--- src/rtl/datapath_pkg.sv ---
// rtl/datapath_pkg.sv - shared types and constants for the scalar FU status table
package datapath_pkg;

  localparam int NUM_FU = 3;
  localparam int TAGW   = 5;
  localparam int FUW    = 2;

  localparam int FU_ALU = 0;
  localparam int FU_LS  = 1;
  localparam int FU_BR  = 2;

  typedef enum logic [2:0] {
    S_EMPTY,
    S_WAIT,
    S_READY,
    S_EXEC,
    S_SQUASH
  } fu_slot_state_t;

  typedef struct packed {
    fu_slot_state_t  state;
    logic [TAGW-1:0] t1;
    logic [TAGW-1:0] t2;
    logic            spec;
  } fu_slot_t;

  localparam fu_slot_t SLOT_EMPTY = '{state: S_EMPTY, t1: '0, t2: '0, spec: 1'b0};

  // A tag matching the live writeback broadcast counts as already available.
  function automatic logic [TAGW-1:0] eff_tag(input logic [TAGW-1:0] t,
                                              input logic            v,
                                              input logic [TAGW-1:0] w);
    return (v && (t == w)) ? '0 : t;
  endfunction

endpackage

--- src/rtl/rr_arbiter.sv ---
// rtl/rr_arbiter.sv - round-robin one-hot grant starting at ptr, wrapping
module rr_arbiter #(
  parameter int N  = 3,
  parameter int PW = (N > 1) ? $clog2(N) : 1
) (
  input  logic [N-1:0]  req,
  input  logic [PW-1:0] ptr,
  output logic [N-1:0]  gnt
);

  always_comb begin
    logic found;
    int   idx;
    gnt   = '0;
    found = 1'b0;
    idx   = 0;
    for (int k = 0; k < N; k++) begin
      idx = (int'(ptr) + k) % N;
      if (!found && req[idx]) begin
        gnt[idx] = 1'b1;
        found    = 1'b1;
      end
    end
  end

endmodule

--- src/rtl/fust_s_issue_sched.sv ---
// rtl/fust_s_issue_sched.sv - per-FU op lifecycle tracking, wakeup and round-robin issue
module fust_s_issue_sched
  import datapath_pkg::*;
(
  input  logic              CLK,
  input  logic              RST,
  input  logic              disp_en,
  input  logic [FUW-1:0]    disp_fu,
  input  logic [TAGW-1:0]   disp_t1,
  input  logic [TAGW-1:0]   disp_t2,
  input  logic              disp_spec,
  output logic [NUM_FU-1:0] disp_ready,
  input  logic              wb_valid,
  input  logic [TAGW-1:0]   wb_tag,
  input  logic [NUM_FU-1:0] fu_ready,
  output logic [NUM_FU-1:0] issue_valid,
  input  logic [NUM_FU-1:0] fu_done,
  input  logic              flush,
  input  logic              resolved,
  output logic [NUM_FU-1:0] busy
);

  localparam int PW = (NUM_FU > 1) ? $clog2(NUM_FU) : 1;

  fu_slot_t          slots   [NUM_FU];
  fu_slot_t          slots_n [NUM_FU];
  logic [PW-1:0]     ptr, ptr_n;
  logic [NUM_FU-1:0] cand, gnt;

  // Spec slots being flushed are masked before arbitration so another FU can take the port.
  always_comb begin
    for (int i = 0; i < NUM_FU; i++) begin
      cand[i]       = (slots[i].state == S_READY) && fu_ready[i] && !(flush && slots[i].spec);
      disp_ready[i] = (slots[i].state == S_EMPTY);
    end
  end

  assign busy        = ~disp_ready;
  assign issue_valid = gnt;

  rr_arbiter #(.N(NUM_FU), .PW(PW)) u_arb (
    .req (cand),
    .ptr (ptr),
    .gnt (gnt)
  );

  always_comb begin
    ptr_n = ptr;
    for (int g = 0; g < NUM_FU; g++)
      if (gnt[g]) ptr_n = PW'((g + 1) % NUM_FU);
  end

  always_comb begin
    for (int i = 0; i < NUM_FU; i++) begin
      slots_n[i] = slots[i];
      unique case (slots[i].state)
        S_EMPTY: begin
          if (disp_en && (disp_fu == FUW'(i)) && !(flush && disp_spec)) begin
            slots_n[i].t1    = eff_tag(disp_t1, wb_valid, wb_tag);
            slots_n[i].t2    = eff_tag(disp_t2, wb_valid, wb_tag);
            slots_n[i].spec  = disp_spec;
            slots_n[i].state = (eff_tag(disp_t1, wb_valid, wb_tag) == '0 &&
                                eff_tag(disp_t2, wb_valid, wb_tag) == '0) ? S_READY : S_WAIT;
          end
        end
        S_WAIT: begin
          if (flush && slots[i].spec) begin
            slots_n[i] = SLOT_EMPTY;
          end else begin
            slots_n[i].t1 = eff_tag(slots[i].t1, wb_valid, wb_tag);
            slots_n[i].t2 = eff_tag(slots[i].t2, wb_valid, wb_tag);
            if (eff_tag(slots[i].t1, wb_valid, wb_tag) == '0 &&
                eff_tag(slots[i].t2, wb_valid, wb_tag) == '0)
              slots_n[i].state = S_READY;
          end
        end
        S_READY: begin
          if (flush && slots[i].spec) slots_n[i] = SLOT_EMPTY;
          else if (gnt[i])            slots_n[i].state = S_EXEC;
        end
        S_EXEC: begin
          if (fu_done[i])                  slots_n[i] = SLOT_EMPTY;
          else if (flush && slots[i].spec) slots_n[i].state = S_SQUASH;
        end
        S_SQUASH: begin
          if (fu_done[i]) slots_n[i] = SLOT_EMPTY;
        end
        default: slots_n[i] = SLOT_EMPTY;
      endcase
      if (resolved && !flush && slots_n[i].state != S_SQUASH)
        slots_n[i].spec = 1'b0;
    end
  end

  always_ff @(posedge CLK) begin
    if (RST) begin
      for (int i = 0; i < NUM_FU; i++) slots[i] <= SLOT_EMPTY;
      ptr <= '0;
    end else begin
      for (int i = 0; i < NUM_FU; i++) slots[i] <= slots_n[i];
      ptr <= ptr_n;
    end
  end

endmodule

--- config.mk ---
export PLATFORM = sky130hd
export DESIGN_NAME = fust_s_issue_sched
export DESIGN_NICKNAME = d
export VERILOG_FILES = /design/src/rtl/datapath_pkg.sv /design/src/rtl/rr_arbiter.sv /design/src/rtl/fust_s_issue_sched.sv
export SDC_FILE = /design/constraint.sdc
export NUM_CORES = 1
export LEC_CHECK = 0
export BUFFER_PORTS_ARGS = -buffer_cell sky130_fd_sc_hd__buf_2
export CELL_PAD_IN_SITES_DETAIL_PLACEMENT = 0
export CELL_PAD_IN_SITES_GLOBAL_PLACEMENT = 2
export CORE_MARGIN = 1
export CORE_UTILIZATION = 37
export CTS_CLUSTER_SIZE = 14
export DETAILED_ROUTE_END_ITERATION = 16
export PLACE_DENSITY_LB_ADDON = 0.1
export SYNTH_ARGS = -nofsm -noshare
export SYNTH_HDL_FRONTEND = slang
export SYNTH_SLANG_ARGS = --single-unit
--- constraint.sdc ---
create_clock -name CLK -period 6.3 [get_ports CLK]
set_clock_uncertainty 0.1 [all_clocks]
set_input_delay 1.26 -clock CLK [delete_from_list [all_inputs] [get_ports CLK]]
set_output_delay 1.26 -clock CLK [all_outputs]
set_load 0.1 [all_outputs]
## Word-level counts from Yosys, hierarchy flattened

Memories as Yosys holds them, arrays and structs flattened.
Index checks and enable logic that the tools add are counted.

| cells by class | value |
|---|---|
| bitwise operators | 6 |
| $mul | 0 |
| reduce and logical (&&, ||, !) cells | 59 |
| equal/unequal tests | 25 |
| $lt $le $gt $ge | 6 |
| div/mod/pow operators | 3 |
| shifts and indexed selects | 0 |
| $add $sub $neg | 2 |
| multiplexer cells | 76 |

Operators with widths:

| operator | count |
|---|---|
| one-hot mux 14 bit (5 select lines) | 3 |
| 2-to-1 mux 14 bit | 9 |
| >= comparator 32 x 1 -> 1 bit, second input constant | 3 |
| < comparator 32 x 4 -> 1 bit, second input constant | 3 |
| 2-to-1 mux 11 bit | 6 |
| remainder unit 32 x 3 -> 32 bit, second input constant | 2 |
| 2-to-1 mux 3 bit | 18 |
| == test 5 bit | 8 |
| zero test 5 bit | 8 |
| 2-to-1 mux 5 bit | 8 |
| 2-to-1 mux 13 bit | 3 |
| logical AND 1 bit | 37 |
| remainder unit 3 x 3 -> 32 bit, second input constant | 1 |
| 2-to-1 mux 1 bit | 20 |
| == test 3 x 2 -> 1 bit, second input constant | 6 |
| == test 3 x 1 -> 1 bit, second input constant | 3 |
| == test 3 bit, second input constant | 3 |
| zero test 3 bit | 3 |
| != test 3 bit, second input constant | 3 |
| zero test 1 bit | 7 |
| binary-select mux 1 bit (select 2 bit) | 3 |
| demux 1 bit (select 2 bit) | 3 |
| 2-to-1 mux 2 bit | 3 |
| OR 3 bit | 2 |
| other kinds (10) | 12 |

| word-level totals | value |
|---|---|
| bits in latches | 0 |
| input port bits | 30 |
| RAM bits | 42 |
| register bits after elaboration | 2 |
| memories kept | 1 |
| bits in read-only memories | 0 |

Memory list:

| memory | words | bits a word | rd ports | clocked after Yosys merged registers in | write ports | line | RTL |
|---|---|---|---|---|---|---|---|
| slots | 3 | 14 | 3 | 0 | 3 | fust_s_issue_sched.sv:25 | `fu_slot_t slots [NUM_FU];` |

## Longest topological paths before layout

An unclocked memory read counts as a cell.

| depth | value |
|---|---|
| depth in word-level cells | 21 |
| depth in mapped cells | 9 |
| gate-level depth less buffers | 8 |

## By module

A second synthesis with hierarchy kept.

| second synthesis, totals | value |
|---|---|
| cells, all modules | 338 |
| area, all modules | 2926.6 um^2 |

Modules (own cells, without submodules):

| module | times used | cells each | sequential area each (um^2) | area an instance (um^2) |
|---|---|---|---|---|
| fust_s_issue_sched | 1 | 303 | 880.8 | 2661.3 |
| rr_arbiter | 1 | 35 | 0.0 | 265.3 |

## Least setup slack after synthesis

No wires, ideal clock.

| path | value |
|---|---|
| kind | input-to-output |
| start point | input flush |
| end point | output issue_valid[2] |
| data required time | 4.940 ns |
| stages on the path | 6 |
| arrival | 3.028 ns |
| path buffers | 1 |
| setup slack | 1.912 ns |
| cells stage by stage | buf_2 -> a21oi_1 -> nand3_1 -> a2111o_1 -> nand3_1 -> a22o_1 |

| on the way | value |
|---|---|
| word-level cells in the longest chain between the ends | 13 |
| elaborated cells on any way between the ends | 29 |

Ends and longest elaborated chain:

| element | line | RTL |
|---|---|---|
| start, declared | fust_s_issue_sched.sv:18 | `input logic flush,` |
| logical AND 1 bit | fust_s_issue_sched.sv:33 | `cand[i] = (slots[i].state == S_READY) && fu_ready[i] && !(flush && slots[i].spec);` |
| zero test 1 bit | fust_s_issue_sched.sv:33 |  |
| logical AND 1 bit | fust_s_issue_sched.sv:33 |  |
| binary-select mux 1 bit (select 2 bit) | rr_arbiter.sv:19 | `if (!found && req[idx]) begin` |
| 2-to-1 mux 1 bit (implied by the code) (2 in a row) | rr_arbiter.sv:19 |  |
| 2-to-1 mux 1 bit | rr_arbiter.sv:19 |  |
| zero test 1 bit | rr_arbiter.sv:19 |  |
| logical AND 1 bit | rr_arbiter.sv:19 |  |
| 2-to-1 mux 1 bit | rr_arbiter.sv:19 |  |
| zero test 1 bit | rr_arbiter.sv:19 |  |
| logical AND 1 bit | rr_arbiter.sv:19 |  |
| 2-to-1 mux 3 bit * | rr_arbiter.sv:19 |  |
| end, declared | fust_s_issue_sched.sv:16 | `output logic [NUM_FU-1:0] issue_valid,` |

Every way passes the cells marked *; elsewhere a longest branch is shown, timed or not. The select of a mux whose other input is x is not followed.

## Worst setup path after layout

| path | value |
|---|---|
| start point | input flush |
| end point | output issue_valid[0] |

Same word-level chain as after synthesis.

==> flow_summary.html <==
<table>
<tr><th>Metric</th><th>Value</th></tr>
<tr><th colspan="2">Logic synthesis</th></tr>
<tr><td>Synth Area in XOR/XNOR</td><td>approximately an eighth</td></tr>
<tr><td>Number of flops mapped to enable cells by yosys</td><td>0</td></tr>
<tr><td>Top cells by instance count after synthesis</td><td>sky130_fd_sc_hd__dfxtp_1 (44), sky130_fd_sc_hd__a22o_1 (32), sky130_fd_sc_hd__xor2_1 (32)</td></tr>
<tr><td>Mean cell area of the mapped netlist</td><td>roughly 8.4 um^2</td></tr>
<tr><td>Adder and majority cell fraction of the synthesized area</td><td>1.732%</td></tr>
<tr><td>Cell with the most instances after synthesis</td><td>sky130_fd_sc_hd__dfxtp_1</td></tr>
<tr><td>Most instantiated flip-flop cell in the synthesis netlist</td><td>sky130_fd_sc_hd__dfxtp_1</td></tr>
<tr><td>Synth Area in Simple Gates</td><td>24.82%</td></tr>
<tr><td>Cell taking the most area after synthesis</td><td>sky130_fd_sc_hd__dfxtp_1</td></tr>
<tr><td>Cells after Synth</td><td>about 340</td></tr>
<tr><td>Number of nets produced by synthesis</td><td>~380</td></tr>
<tr><td>Mux cell area share after synthesis</td><td>0%</td></tr>
<tr><td>Post-synthesis sequential area ratio</td><td>between 30 and 40%</td></tr>
<tr><td>Distinct cell type count of the synthesized netlist</td><td>57</td></tr>
<tr><td>Count of warnings emitted by yosys</td><td>0</td></tr>
<tr><td>Compound-gate portion of the synthesized area</td><td>a little over a quarter</td></tr>
<tr><td>Area of the mapped netlist</td><td>about 2900 um^2</td></tr>
<tr><td>Top cell type's share of synthesized area</td><td>30.49%</td></tr>
<tr><td>Post-synth ARST share</td><td>0%</td></tr>
<tr><td>Largest cells by area after synthesis</td><td>sky130_fd_sc_hd__dfxtp_1 (30%), sky130_fd_sc_hd__a22o_1 (9.7%), sky130_fd_sc_hd__xor2_1 (9.7%), sky130_fd_sc_hd__nor2_1 (3.6%), sky130_fd_sc_hd__nand2_1 (3.0%)</td></tr>
<tr><td>FF+latch count, synth</td><td>44</td></tr>
<tr><td>Combinational family with the most area after synthesis</td><td>compound AO/OA/AOI/OAI gates</td></tr>
<tr><th colspan="2">Setup path</th></tr>
<tr><td>Data required time at the worst endpoint</td><td>~4.9 ns</td></tr>
<tr><td>Critical path class</td><td>primary input to output port</td></tr>
<tr><td>Cell count of the worst reg-to-reg path</td><td>9</td></tr>
<tr><td>Critical-path maximum fanout</td><td>12</td></tr>
<tr><td>Nature of the critical path endpoint</td><td>output port</td></tr>
<tr><td>Data arrival time of the critical path</td><td>3.25 ns</td></tr>
<tr><td>Sort of element at the start of the critical path</td><td>primary input</td></tr>
<tr><th colspan="2">Power and ir drop</th></tr>
<tr><td>Part of the power in the clock network</td><td>between 30% and 40%</td></tr>
<tr><td>Relative contribution of sequential cells to total power</td><td>43.9%</td></tr>
<tr><td>Cell-internal power</td><td>approximately 0.00046 W</td></tr>
<tr><td>Combinational power share</td><td>around a fifth</td></tr>
<tr><td>Maximum VDD drop</td><td>between 100 and 150 uV</td></tr>
<tr><td>Static leakage</td><td>1.342 nW</td></tr>
<tr><td>Pwr Density</td><td>slightly above 200 nW/um^2</td></tr>
<tr><td>Net switching power</td><td>about 0.00021 W</td></tr>
<tr><td>Switching share of power</td><td>a little under a third</td></tr>
<tr><th colspan="2">Routing</th></tr>
<tr><td>Average routed wire per standard cell</td><td>17.37 um</td></tr>
<tr><td>Via-to-Cell Ratio</td><td>about 5.8</td></tr>
<tr><td>Residual DRC count</td><td>0</td></tr>
<tr><td>Count of vias placed by the detailed router</td><td>~2800</td></tr>
<tr><td>Number of routed nets with antenna violations</td><td>0</td></tr>
<tr><td>Number of design-rule violations left by the first detailed-router iteration</td><td>102</td></tr>
<tr><td>Overall routed net length</td><td>8253 um</td></tr>
<tr><td>First drt pass iteration count</td><td>4</td></tr>
<tr><th colspan="2">Clocking</th></tr>
<tr><td>Deepest clock path buffer count</td><td>2</td></tr>
<tr><td>Post-CTS setup buffer count</td><td>0</td></tr>
<tr><td>Clock buffer count from CTS</td><td>5</td></tr>
<tr><td>CTS tree</td><td>built</td></tr>
<tr><td>Clock-pin transition on the worst setup and hold timing paths</td><td>approximately 0.090 ns</td></tr>
<tr><td>Gates resized, CTS repair</td><td>0</td></tr>
<tr><td>CTS sink count</td><td>44</td></tr>
<tr><td>Clock root buffer</td><td>sky130_fd_sc_hd__clkbuf_8</td></tr>
<tr><td>Htree depth</td><td>2</td></tr>
<tr><td>Clock latency reported for the late side of the worst-skew pair</td><td>~0.30 ns</td></tr>
<tr><td>CTS Hold Buffers Added</td><td>0</td></tr>
<tr><th colspan="2">Floorplanning</th></tr>
<tr><td>Number of ports placed on the die boundary</td><td>39</td></tr>
<tr><td>Initial core utilization</td><td>roughly 39%</td></tr>
<tr><td>Die Y-Extent</td><td>90.37 um</td></tr>
<tr><td>Die area</td><td>8166 um^2</td></tr>
<tr><td>Die W</td><td>between 90 and 100 um</td></tr>
<tr><td>Core Box Area</td><td>7408 um^2</td></tr>
<tr><td>Number of core rows</td><td>31</td></tr>
<tr><th colspan="2">Cells and area</th></tr>
<tr><td>Final nets</td><td>around 400</td></tr>
<tr><td>Area overhead of the layout relative to synthesis</td><td>12.78%</td></tr>
<tr><td>FILL cells</td><td>788</td></tr>
<tr><td>Area taken by flip-flops and latches</td><td>roughly 880 um^2</td></tr>
<tr><td>Footprint of the multi-input gates</td><td>roughly 1900 um^2</td></tr>
<tr><td>Utilization after layout</td><td>~44%</td></tr>
<tr><td>Layout cell share with drive strength beyond 1</td><td>15.69%</td></tr>
<tr><td>Diodes inserted</td><td>0</td></tr>
<tr><th colspan="2">Placement</th></tr>
<tr><td>Routability Congestion</td><td>about 0.8</td></tr>
<tr><td>Worst Setup Slack post-DPL</td><td>~1.7 ns</td></tr>
<tr><td>DPL Wire Length</td><td>6310 um</td></tr>
<tr><td>I/O Buffers</td><td>38</td></tr>
<tr><th colspan="2">Timing</th></tr>
<tr><td>Smallest setup slack after layout</td><td>1.691 ns</td></tr>
<tr><td>Total count of max-transition violations in the final report</td><td>0</td></tr>
<tr><td>Setup repair after global routing missed its margin</td><td>false</td></tr>
<tr><td>Highest clock frequency the design can meet</td><td>~220 MHz</td></tr>
<tr><td>Count of final hold-check violations</td><td>0</td></tr>
<tr><td>Worst Max-Slew Pin Slew</td><td>0.7669 ns</td></tr>
<tr><td>Time the final worst path needs with I/O delays and setup</td><td>~4.6 ns</td></tr>
<tr><td>Final setup TNS</td><td>0 ns</td></tr>
<tr><td>Worst-case headroom to the max-slew limit</td><td>roughly 48%</td></tr>
<tr><td>Setup Viol. Count Final</td><td>0</td></tr>
<tr><td>Post-route worst hold slack</td><td>around 0.43 ns</td></tr>
<tr><td>Post-route fraction of the period consumed by the critical path</td><td>between 70% and 80%</td></tr>
<tr><th colspan="2">GRT</th></tr>
<tr><td>Residual overflow from global routing</td><td>0</td></tr>
<tr><td>Overall track demand over capacity in global routing</td><td>21.13%</td></tr>
<tr><td>Number of global-route vias before repair</td><td>between 2000 and 3000</td></tr>
<tr><td>First-pass GRT wire length</td><td>~14000 um</td></tr>
<tr><td>Largest net degree at the start of global routing</td><td>25</td></tr>
<tr><td>Antenna violations before repair</td><td>0</td></tr>
<tr><th colspan="2">Job</th></tr>
<tr><td>Max-Cap Viols</td><td>0</td></tr>
<tr><th colspan="2">Worst hold path</th></tr>
<tr><td>Path class of the lowest-slack min-delay path</td><td>register to register</td></tr>
<tr><td>Count of cells along the worst hold path</td><td>2</td></tr>
<tr><th colspan="2">Status</th></tr>
<tr><td>Result of the run</td><td>completed</td></tr>
</table>
## layer usage
layer | routed length (um) | vias up | GRT usage [%] | part of all wire (%)
li1 | - | 1355 | - | -
met3 | 395 | 4 | 3.535 | 4.8
met2 | 3975 | 78 | 34.86 | 48
met1 | 3856 | 1313 | 28.81 | 47
met4 | 25 | 0 | 4.570 | 0.30
met5 | 0 | - | 0 | 0
## area by class of cell
cell class                      count  area share [%]
Inverter                           15           1.728
Timing Repair Buffer               39           6.068
Multi-Input combinational cell    270           57.64
Clock inverter                      2           1.190
Sequential cell                    44           27.04
Clock buffer                        6           2.535
Tap cell                           99           3.802
## metrics by stage
step	total power, W	area, um^2	instances
after global placement	0.0004383	3137	467
after CTS	0.0006757	3258	475
after detailed placement	0.0004375	3137	467
after global routing	0.0007057	3258	475
final	0.0006722	3258	475
after floorplan	0.0003980	2889	342
## layout by cell type (no fill, tap or decap), drive strengths merged, types with 6 or more instances in the layout
cell	netlist	routed
dfxtp	44	44
a211oi	6	6
a22o	32	32
nand2	23	23
buf	8	39
nor4	10	10
nand3	11	11
a31oi	7	7
a21oi	11	11
or4	7	7
clkbuf	5	6
inv	15	15
xnor2	8	8
nor3	16	16
xor2	32	32
nor2	29	29
nand4	6	6
## sequential cells by signal, indices dropped and copies added, names as in the netlist
signal / cells
slots: 42
ptr: 2
## critical path: stages
cell	delay, ns
sky130_fd_sc_hd__buf_2	0.17
sky130_fd_sc_hd__a21oi_1	0.35
sky130_fd_sc_hd__nand4b_1	0.24
sky130_fd_sc_hd__a21o_1	0.22
sky130_fd_sc_hd__o21ai_0	0.26
sky130_fd_sc_hd__a221oi_1	0.12
sky130_fd_sc_hd__buf_4	0.17
sky130_fd_sc_hd__inv_1	0.04
sky130_fd_sc_hd__buf_2	0.41
## power by group through the flow
stage	Combinational, W	Sequential, W	Clock, W
floorplan	0.000100	0.000298	0
global placement	0.000137	0.000302	0
detailed placement	0.000136	0.000302	0
CTS	0.000136	0.000295	0.000244
global route	0.000149	0.000297	0.000260
finish	0.000136	0.000295	0.000241
## worst paths after layout
path	startpoint	end	slack, ns
max	flush	issue_valid[0]	1.69
min	slots[0][14]	slots[0][14]	0.43
max reg2reg	ptr[0]	ptr[0]	3.70
min reg2reg	slots[0][14]	slots[0][14]	0.43
## logic make-up (layout without fill, tap and decap cells)
group	after synthesis	in the layout
adder cells (fa/ha/maj)	4	4
AND/OR/NAND/NOR	131	131
XOR/XNOR	40	40
buffers and inverters	28	62
flip-flops	44	44
AO/OA/AOI/OAI	95	95
Power figures use the tool's default switching activity.
